===== src/rtl/flappy_pkg.sv =====
// flappy_pkg: constants and types shared by the pipe generator, the
// renderer and the collision logic.
//   PIPE_X_W / GAP_Y_W : widths of a pipe column and a gap-top row
//   pipe_t             : one pipe slot {valid, x, gap_y}
package flappy_pkg;

  localparam int PIPE_X_W = 4;
  localparam int GAP_Y_W  = 4;

  typedef struct packed {
    logic                valid;
    logic [PIPE_X_W-1:0] x;
    logic [GAP_Y_W-1:0]  gap_y;
  } pipe_t;

endpackage


===== src/rtl/lfsr16.sv =====
// lfsr16: 16-bit Fibonacci LFSR, taps 16,14,13,11 (bits 15,13,12,10).
// Ports:
//   clk   : clock
//   reset : synchronous, active-high; loads SEED
//   en    : advance one step this cycle; low holds the value
//   q     : current LFSR value
// SEED must be nonzero; the all-zero state locks up.
module lfsr16 #(
  parameter logic [15:0] SEED = 16'hACE1
) (
  input  logic        clk,
  input  logic        reset,
  input  logic        en,
  output logic [15:0] q
);

  logic [15:0] lfsr_q;
  logic [15:0] lfsr_d;

  always_comb begin
    lfsr_d = lfsr_q;
    if (en) begin
      lfsr_d = {lfsr_q[14:0], lfsr_q[15] ^ lfsr_q[13] ^ lfsr_q[12] ^ lfsr_q[10]};
    end
  end

  always_ff @(posedge clk) begin
    if (reset) lfsr_q <= SEED;
    else       lfsr_q <= lfsr_d;
  end

  assign q = lfsr_q;

endmodule


===== src/rtl/pipe_field_gen.sv =====
// pipe_field_gen: keeps up to NUM_PIPES scrolling pipes, spawns new ones at a
// fixed tick spacing, pulses pipe_passed when a pipe clears the bird column
// and shortens the scroll period as the level rises.
// Ports:
//   clk, reset  : clock, synchronous active-high reset
//   playing     : advance enable; low freezes every register
//   pipe_x      : column per slot
//   gap_y       : gap top row per slot
//   pipe_valid  : slot occupied
//   pipe_passed : one-cycle score pulse
//   level       : difficulty level, saturates at 15
//   tick        : one-cycle scroll strobe
// X_W / Y_W must match the pipe_t field widths in flappy_pkg.
module pipe_field_gen
  import flappy_pkg::*;
#(
  parameter int          NUM_PIPES       = 3,
  parameter int          X_W             = PIPE_X_W,
  parameter int          Y_W             = GAP_Y_W,
  parameter int          FIELD_H         = 16,
  parameter int          GAP_SIZE        = 4,
  parameter int          BIRD_X          = 12,
  parameter int          SPACING         = 6,
  parameter int          TICK_INIT       = 10_000_000,
  parameter int          TICK_MIN        = 2_000_000,
  parameter int          TICK_STEP       = 1_000_000,
  parameter int          PIPES_PER_LEVEL = 5,
  parameter logic [15:0] LFSR_SEED       = 16'hACE1
) (
  input  logic                           clk,
  input  logic                           reset,
  input  logic                           playing,
  output logic [NUM_PIPES-1:0][X_W-1:0]  pipe_x,
  output logic [NUM_PIPES-1:0][Y_W-1:0]  gap_y,
  output logic [NUM_PIPES-1:0]           pipe_valid,
  output logic                           pipe_passed,
  output logic [3:0]                     level,
  output logic                           tick
);

  localparam int SP_W  = (SPACING > 1)         ? $clog2(SPACING)         : 1;
  localparam int PC_W  = (PIPES_PER_LEVEL > 1) ? $clog2(PIPES_PER_LEVEL) : 1;
  localparam int IDX_W = (NUM_PIPES > 1)       ? $clog2(NUM_PIPES)       : 1;

  localparam logic [SP_W-1:0]     SPAWN_LAST  = SP_W'(SPACING - 1);
  localparam logic [PC_W-1:0]     PASS_LAST   = PC_W'(PIPES_PER_LEVEL - 1);
  localparam logic [PIPE_X_W-1:0] X_LAST      = '1;
  localparam logic [PIPE_X_W-1:0] X_BIRD      = PIPE_X_W'(BIRD_X);
  localparam logic [7:0]          GAP_MOD     = 8'(FIELD_H - GAP_SIZE);
  localparam logic [31:0]         PERIOD_INIT = 32'(TICK_INIT);
  localparam logic [31:0]         PERIOD_MIN  = 32'(TICK_MIN);
  localparam logic [31:0]         PERIOD_STEP = 32'(TICK_STEP);

  pipe_t           slot_q [NUM_PIPES];
  pipe_t           slot_d [NUM_PIPES];
  logic [31:0]     period_q, period_d;
  logic [31:0]     tick_cnt_q, tick_cnt_d;
  logic [SP_W-1:0] spawn_cnt_q, spawn_cnt_d;
  logic [PC_W-1:0] pass_cnt_q, pass_cnt_d;
  logic [3:0]      level_q, level_d;
  logic            pipe_passed_q, pipe_passed_d;

  logic [15:0]      lfsr;
  logic             tick_now;
  logic             pass_hit;
  logic             free_found;
  logic [IDX_W-1:0] free_idx;
  logic             spawn_now;
  logic [7:0]       spawn_gap;

  lfsr16 #(.SEED(LFSR_SEED)) u_lfsr (
    .clk   (clk),
    .reset (reset),
    .en    (playing),
    .q     (lfsr)
  );

  always_comb begin
    // >= rather than == keeps the counter safe if the period ever shrinks
    // below the running count.
    tick_now   = playing && (tick_cnt_q >= period_q - 32'd1);
    tick_cnt_d = tick_cnt_q;
    if (playing) tick_cnt_d = tick_now ? 32'd0 : tick_cnt_q + 32'd1;

    // Lowest-index free slot, taken from the pre-tick occupancy so a slot
    // vacated on this tick is not reused until the next one.
    free_found = 1'b0;
    free_idx   = '0;
    for (int i = NUM_PIPES - 1; i >= 0; i--) begin
      if (!slot_q[i].valid) begin
        free_found = 1'b1;
        free_idx   = IDX_W'(i);
      end
    end

    spawn_gap   = lfsr[7:0] % GAP_MOD;
    spawn_now   = tick_now && (spawn_cnt_q == SPAWN_LAST) && free_found;
    spawn_cnt_d = spawn_cnt_q;
    if (tick_now) begin
      if (spawn_now)                       spawn_cnt_d = '0;
      else if (spawn_cnt_q != SPAWN_LAST) spawn_cnt_d = spawn_cnt_q + SP_W'(1);
    end

    pass_hit = 1'b0;
    for (int i = 0; i < NUM_PIPES; i++) begin
      slot_d[i] = slot_q[i];
      if (tick_now && slot_q[i].valid) begin
        if (slot_q[i].x == X_BIRD) pass_hit = 1'b1;
        if (slot_q[i].x == X_LAST) slot_d[i].valid = 1'b0;
        else                       slot_d[i].x     = slot_q[i].x + PIPE_X_W'(1);
      end
      if (spawn_now && free_idx == IDX_W'(i)) begin
        slot_d[i].valid = 1'b1;
        slot_d[i].x     = '0;
        slot_d[i].gap_y = GAP_Y_W'(spawn_gap);
      end
    end

    // A pulse raised just before a pause is held and delivered on resume.
    pipe_passed_d = playing ? (tick_now && pass_hit) : pipe_passed_q;

    pass_cnt_d = pass_cnt_q;
    level_d    = level_q;
    period_d   = period_q;
    if (playing && pipe_passed_q) begin
      if (pass_cnt_q == PASS_LAST) begin
        pass_cnt_d = '0;
        if (level_q != 4'hF) level_d = level_q + 4'd1;
        period_d = (period_q >= PERIOD_MIN + PERIOD_STEP) ? period_q - PERIOD_STEP
                                                          : PERIOD_MIN;
      end else begin
        pass_cnt_d = pass_cnt_q + PC_W'(1);
      end
    end
  end

  always_ff @(posedge clk) begin
    if (reset) begin
      for (int i = 0; i < NUM_PIPES; i++) slot_q[i] <= '0;
      period_q      <= PERIOD_INIT;
      tick_cnt_q    <= '0;
      spawn_cnt_q   <= SPAWN_LAST;
      pass_cnt_q    <= '0;
      level_q       <= '0;
      pipe_passed_q <= 1'b0;
    end else begin
      for (int i = 0; i < NUM_PIPES; i++) slot_q[i] <= slot_d[i];
      period_q      <= period_d;
      tick_cnt_q    <= tick_cnt_d;
      spawn_cnt_q   <= spawn_cnt_d;
      pass_cnt_q    <= pass_cnt_d;
      level_q       <= level_d;
      pipe_passed_q <= pipe_passed_d;
    end
  end

  always_comb begin
    for (int i = 0; i < NUM_PIPES; i++) begin
      pipe_x[i]     = X_W'(slot_q[i].x);
      gap_y[i]      = Y_W'(slot_q[i].gap_y);
      pipe_valid[i] = slot_q[i].valid;
    end
  end

  assign tick        = tick_now;
  assign pipe_passed = pipe_passed_q && playing;
  assign level       = level_q;

endmodule

===== config.mk =====
export PLATFORM = sky130hd
export DESIGN_NAME = pipe_field_gen
export DESIGN_NICKNAME = d
export VERILOG_FILES = /design/src/rtl/flappy_pkg.sv /design/src/rtl/lfsr16.sv /design/src/rtl/pipe_field_gen.sv
export SDC_FILE = /design/constraint.sdc
export NUM_CORES = 1
export LEC_CHECK = 0
export BUFFER_PORTS_ARGS = -buffer_cell sky130_fd_sc_hd__clkbuf_2
export CAP_MARGIN = 20
export CORE_MARGIN = 5
export CORE_UTILIZATION = 25
export DETAILED_ROUTE_END_ITERATION = 6
export PLACE_DENSITY = 0.35
export SETUP_SLACK_MARGIN = 0.1
export SYNTH_ARGS = -nofsm -noshare
export SYNTH_HDL_FRONTEND = slang
export SYNTH_SLANG_ARGS = --single-unit

===== constraint.sdc =====
create_clock -name clk -period 5.4 [get_ports clk]
set_clock_uncertainty 0.1 [all_clocks]
set_input_delay 0.54 -clock clk [delete_from_list [all_inputs] [get_ports clk]]
set_output_delay 0.54 -clock clk [all_outputs]
set_load 0.1 [all_outputs]

==> flow_summary.html <==
<table>
<tr><th>Metric</th><th>Value</th></tr>
<tr><th colspan="2">Timing</th></tr>
<tr><td>Setup violators final</td><td>0</td></tr>
<tr><td>Setup TNS</td><td>0 ns</td></tr>
<tr><td>Post-route minimum period</td><td>between 5 and 6 ns</td></tr>
<tr><td>Worst-margin pin slew</td><td>0.895 ns</td></tr>
<tr><td>Hold Fails Final Rpt</td><td>0</td></tr>
<tr><td>PnR worst setup slack</td><td>0.317 ns</td></tr>
<tr><td>Unrepaired setup endpoints after global routing</td><td>no</td></tr>
<tr><td>Share of the clock period used by the worst path</td><td>94.1%</td></tr>
<tr><td>Normalized max-slew margin</td><td>40.3%</td></tr>
<tr><td>Peak Freq</td><td>197 MHz</td></tr>
<tr><td>Final number of max-transition violations</td><td>0</td></tr>
<tr><th colspan="2">Power and ir drop</th></tr>
<tr><td>Total leakage power</td><td>2.65 nW</td></tr>
<tr><td>Power after layout</td><td>1.63 mW</td></tr>
<tr><td>Cell Pwr Density</td><td>226 mW/mm²</td></tr>
<tr><td>Worst IR Drop VDD</td><td>0.176 mV</td></tr>
<tr><th colspan="2">Logic synthesis</th></tr>
<tr><td>Post-synth design cell area</td><td>0.00636 mm²</td></tr>
<tr><td>Post-synthesis cell type count</td><td>around 60</td></tr>
<tr><td>Commonest register cell after synthesis</td><td>sky130_fd_sc_hd__dfxtp_1</td></tr>
<tr><td>Syn Inst Count</td><td>758</td></tr>
<tr><td>Post-synth net total</td><td>804</td></tr>
<tr><td>Average cell area after synthesis</td><td>roughly 8.4 µm²</td></tr>
<tr><td>Sequential cell area fraction in the yosys report</td><td>between 30% and 40%</td></tr>
<tr><td>Number of synthesized register bits</td><td>112</td></tr>
<tr><td>Synthesis Warnings</td><td>0</td></tr>
<tr><td>Share of synthesized flip-flops with an asynchronous set or reset</td><td>0%</td></tr>
<tr><td>Number of enable-type register cells in the synthesized netlist</td><td>0</td></tr>
<tr><th colspan="2">Worst setup path</th></tr>
<tr><td>Critical path data required time</td><td>around 4.8 ns</td></tr>
<tr><td>Most common cell on crit path</td><td>sky130_fd_sc_hd__or4_1</td></tr>
<tr><td>Register-to-Register Path Depth</td><td>14</td></tr>
<tr><td>Reg-to-reg critical path startpoint</td><td>period_q[6]</td></tr>
<tr><td>Kind of cell adding the most delay to the critical path</td><td>simple AND/OR/NAND/NOR gates</td></tr>
<tr><td>Capture point of the worst path</td><td>tick</td></tr>
<tr><td>Critical path peak fanout</td><td>12</td></tr>
<tr><td>Worst setup path category</td><td>register to output port</td></tr>
<tr><td>Number of buffer and inverter stages on the critical path</td><td>3</td></tr>
<tr><td>Delay contributed by the slowest stage of the critical path</td><td>~0.62 ns</td></tr>
<tr><td>Reg2reg setup slack</td><td>0.64 ns</td></tr>
<tr><td>Max stage delay cell, worst path</td><td>sky130_fd_sc_hd__or4_1</td></tr>
<tr><td>Endpoint of the most critical register-to-register path</td><td>slot_q[0][1]</td></tr>
<tr><td>Category of the worst setup path capture point</td><td>output port</td></tr>
<tr><td>Worst-path cell chain</td><td>or4_1 &gt; nor4_1 &gt; buf_4 &gt; nand2_1 &gt; nor3_1 &gt; xnor2_1 &gt; ha_1 &gt; nand3_1 &gt; or4_1 &gt; or3b_1 &gt; o221a_2 &gt; inv_4 &gt; buf_12</td></tr>
<tr><td>Startpoint class of the critical path</td><td>register</td></tr>
<tr><td>Critical path depth in cells</td><td>13</td></tr>
<tr><td>Arrival @ worst endpoint</td><td>4.44 ns</td></tr>
<tr><td>Critical Path Source</td><td>period_q[6]</td></tr>
<tr><th colspan="2">Place</th></tr>
<tr><td>Detail Placement HPWL</td><td>11,600 µm</td></tr>
<tr><td>Total of buffers placed on input and output ports</td><td>35</td></tr>
<tr><td>Setup WS pre-CTS</td><td>0.520 ns</td></tr>
<tr><td>GPL Wtd Cong</td><td>around 0.77</td></tr>
<tr><td>Area of placed instances</td><td>0.00686 mm²</td></tr>
<tr><td>Cells after DPL</td><td>1,088</td></tr>
<tr><th colspan="2">Floorplan</th></tr>
<tr><td>Full die area</td><td>0.0287 mm²</td></tr>
<tr><td>Row count</td><td>58</td></tr>
<tr><td>Die boundary width</td><td>170 µm</td></tr>
<tr><td>Starting utilization of the core area</td><td>25.3%</td></tr>
<tr><td>I/O Pins</td><td>36</td></tr>
<tr><td>Chip Height</td><td>around 170 µm</td></tr>
<tr><td>Core Area</td><td>0.0251 mm²</td></tr>
<tr><th colspan="2">Clock network</th></tr>
<tr><td>Sink Count</td><td>112</td></tr>
<tr><td>Clock transition at the registers of the reported paths</td><td>0.08 ns</td></tr>
<tr><td>H-tree Lvls</td><td>3</td></tr>
<tr><td>Skew-Pair Late Insertion Delay</td><td>approximately 0.37 ns</td></tr>
<tr><td>Cell at the root of the clock tree</td><td>sky130_fd_sc_hd__clkbuf_16</td></tr>
<tr><td>Total clock buffers created by CTS</td><td>9</td></tr>
<tr><td>Clock Path Buffers</td><td>2</td></tr>
<tr><td>Hold buffer count at cts</td><td>0</td></tr>
<tr><td>Buffers inserted during post-CTS setup optimization</td><td>0</td></tr>
<tr><td>Clock tree from TritonCTS</td><td>yes</td></tr>
<tr><th colspan="2">Finish</th></tr>
<tr><td>Layout cell share with drive strength beyond 1</td><td>9.30%</td></tr>
<tr><td>Area growth syn-to-layout</td><td>13.2%</td></tr>
<tr><td>Net count of the finished layout</td><td>815</td></tr>
<tr><td>Cell area after layout</td><td>around 0.007 mm²</td></tr>
<tr><td>Final standard cell count with taps included and fillers excluded</td><td>1,104</td></tr>
<tr><td>Inserted Diodes</td><td>0</td></tr>
<tr><th colspan="2">Detailed routing</th></tr>
<tr><td>DR vias</td><td>5,305</td></tr>
<tr><td>Final routed DRC violation total</td><td>0</td></tr>
<tr><td>Drt via density</td><td>4.81</td></tr>
<tr><td>Routed WL</td><td>roughly 16,000 µm</td></tr>
<tr><td>Count of nets left with antenna violations after detail routing</td><td>0</td></tr>
<tr><td>First-pass iteration count of the detailed router</td><td>4</td></tr>
<tr><td>Number of DRC markers after the initial detailed-route iteration</td><td>190</td></tr>
<tr><td>Average detailed-routed wire length per instance</td><td>14.5 µm</td></tr>
<tr><th colspan="2">Global route</th></tr>
<tr><td>Total gr overflow</td><td>0</td></tr>
<tr><td>Vias in the first global route</td><td>5,390</td></tr>
<tr><td>First-pass GRT wire length</td><td>between 20,000 and 30,000 µm</td></tr>
<tr><td>Number of antenna violations at the first check in global routing</td><td>0</td></tr>
<tr><td>Largest net degree at the start of global routing</td><td>65</td></tr>
<tr><td>Overall routing resource usage</td><td>11.6%</td></tr>
<tr><th colspan="2">Run</th></tr>
<tr><td>MaxCap Viol Count</td><td>0</td></tr>
<tr><th colspan="2">Hold path</th></tr>
<tr><td>Min-Delay Path Class</td><td>register to register</td></tr>
<tr><th colspan="2">Outcome</th></tr>
<tr><td>Status</td><td>complete, no violations</td></tr>
</table>
[worst min path at each step]
stage          cells after the start    startpoint           end  slack, ns
3_5_place_dp                       1  u_lfsr.q[14]  u_lfsr.q[15]       0.36
4_1_cts                            1  u_lfsr.q[14]  u_lfsr.q[15]       0.38
2_1_floorplan                      1   u_lfsr.q[9]  u_lfsr.q[10]       0.34
5_1_grt                            1   u_lfsr.q[9]  u_lfsr.q[10]       0.41
6_report                           1  u_lfsr.q[14]  u_lfsr.q[15]       0.37
3_3_place_gp                       1  u_lfsr.q[14]  u_lfsr.q[15]       0.35
[cell usage in the layout (no fill, tap or decap), types with 23 or more instances in the layout]
cell type and n:
sky130_fd_sc_hd__o21ai_0 23, sky130_fd_sc_hd__nand3_1 29, sky130_fd_sc_hd__xnor2_1 40, sky130_fd_sc_hd__dfxtp_1 112, sky130_fd_sc_hd__xor2_1 40, sky130_fd_sc_hd__nor3_1 28
sky130_fd_sc_hd__ha_1 43, sky130_fd_sc_hd__nand2_1 58, sky130_fd_sc_hd__a21oi_1 29, sky130_fd_sc_hd__nor2_1 88, sky130_fd_sc_hd__clkbuf_2 34
[sequential cells by signal (all words and copies together), names as in the netlist]
| register | flops |
|---|---|
| pass_cnt_q | 3 |
| level | 4 |
| spawn_cnt_q | 3 |
| slot_q | 27 |
| period_q | 26 |
| pipe_passed_q | 1 |
| tick_cnt_q | 32 |
| u_lfsr.q | 16 |
[through the flow]
step                      util (%)  hold WS, ns
after floorplan                  -        0.338
after global placement        27.3        0.349
after detailed placement      27.3        0.357
after CTS                     28.6        0.378
after global routing          28.7        0.412
final                         28.7        0.372
[timing repair]
item | 4_1_cts | 5_1_grt
endpoints found under the hold margin | 0 | 0
gates resized for setup | 1 | 6
setup endpoints to repair | 1 | 1
[report_power, final]
| group | internal (mW) | leakage [nW] | total (mW) | switching [mW] |
|---|---|---|---|---|
| combinational | 0.0271 | 1.59 | 0.0643 | 0.0371 |
| sequential | 0.835 | 0.906 | 0.847 | 0.0116 |
| clock | 0.371 | 0.155 | 0.716 | 0.344 |
[final cells by class]
| class | instances | area (µm²) |
|---|---|---|
| clock buffers | 9 | 225 |
| repair buffers | 44 | 258 |
| well taps | 330 | 413 |
| inverters | 23 | 88.8 |
| fillers | 2715 | 17900 |
| multi-input cells | 579 | 3880 |
| flip-flops and latches | 112 | 2240 |
| clock inverters | 7 | 88.8 |
[worst register-to-register path, cell delays in order, from the launching register on]
cell,delay [ns]
sky130_fd_sc_hd__dfxtp_1,0.42
sky130_fd_sc_hd__or4_1,0.62
sky130_fd_sc_hd__nor4_1,0.27
sky130_fd_sc_hd__buf_4,0.19
sky130_fd_sc_hd__nand2_1,0.11
sky130_fd_sc_hd__nor3_1,0.27
sky130_fd_sc_hd__xnor2_1,0.10
sky130_fd_sc_hd__ha_1,0.30
sky130_fd_sc_hd__nand3_1,0.10
sky130_fd_sc_hd__or4_1,0.57
sky130_fd_sc_hd__or3b_1,0.40
sky130_fd_sc_hd__o221a_2,0.34
sky130_fd_sc_hd__buf_4,0.25
sky130_fd_sc_hd__nor3_2,0.42
sky130_fd_sc_hd__mux2i_1,0.24
[cell usage after synthesis, drive strengths merged (2+ instances only)]
| cell | n | area share (%) |
|---|---|---|
| dfxtp | 112 | 35 |
| nor2 | 89 | 5.3 |
| nand2 | 58 | 3.4 |
| ha | 43 | 8.5 |
| xnor2 | 40 | 5.5 |
| xor2 | 40 | 5.5 |
| clkbuf | 39 | 2.3 |
| a21oi | 29 | 2.3 |
| nand3 | 29 | 2.3 |
| nor3 | 29 | 2.4 |
| o21ai | 24 | 1.9 |
| inv | 23 | 1.4 |
| mux2i | 22 | 3.5 |
| nand2b | 20 | 2.0 |
| nand4 | 17 | 1.7 |
| nor4 | 17 | 1.9 |
| nor2b | 13 | 1.3 |
| and3 | 10 | 0.98 |
| a211o | 9 | 1.2 |
| a211oi | 8 | 0.94 |
| a31oi | 8 | 0.79 |
| o211ai | 8 | 0.94 |
| and4 | 6 | 0.83 |
| a21o | 5 | 0.59 |
| buf | 5 | 0.47 |
| nor3b | 5 | 0.59 |
| or3 | 5 | 0.49 |
| or4 | 5 | 0.59 |
| a221o | 4 | 0.63 |
| and2 | 4 | 0.39 |
| a221oi | 3 | 0.41 |
| a22oi | 3 | 0.35 |
| o2111ai | 3 | 0.41 |
| and3b | 2 | 0.28 |
| mux2 | 2 | 0.35 |
| nand4b | 2 | 0.28 |
[metal layers]
layer	vias to the layer above	part of all wire, %	GRT usage [%]
li1	2702	-	-
met3	16	2.3	2.38
met5	-	0	0
met4	0	1.6	3.68
met2	51	48	19.9
met1	2536	48	14.7
[kinds of logic after synthesis]
group / synth area share, %
AND/OR/NAND/NOR: 25.4
flip-flops: 35.2
XOR/XNOR: 11.0
buffers and inverters: 4.13
adder cells (fa/ha/maj): 8.46
multiplexers: 3.82
AO/OA/AOI/OAI: 12.0
No activity file was read; power rests on OpenSTA's default activity.
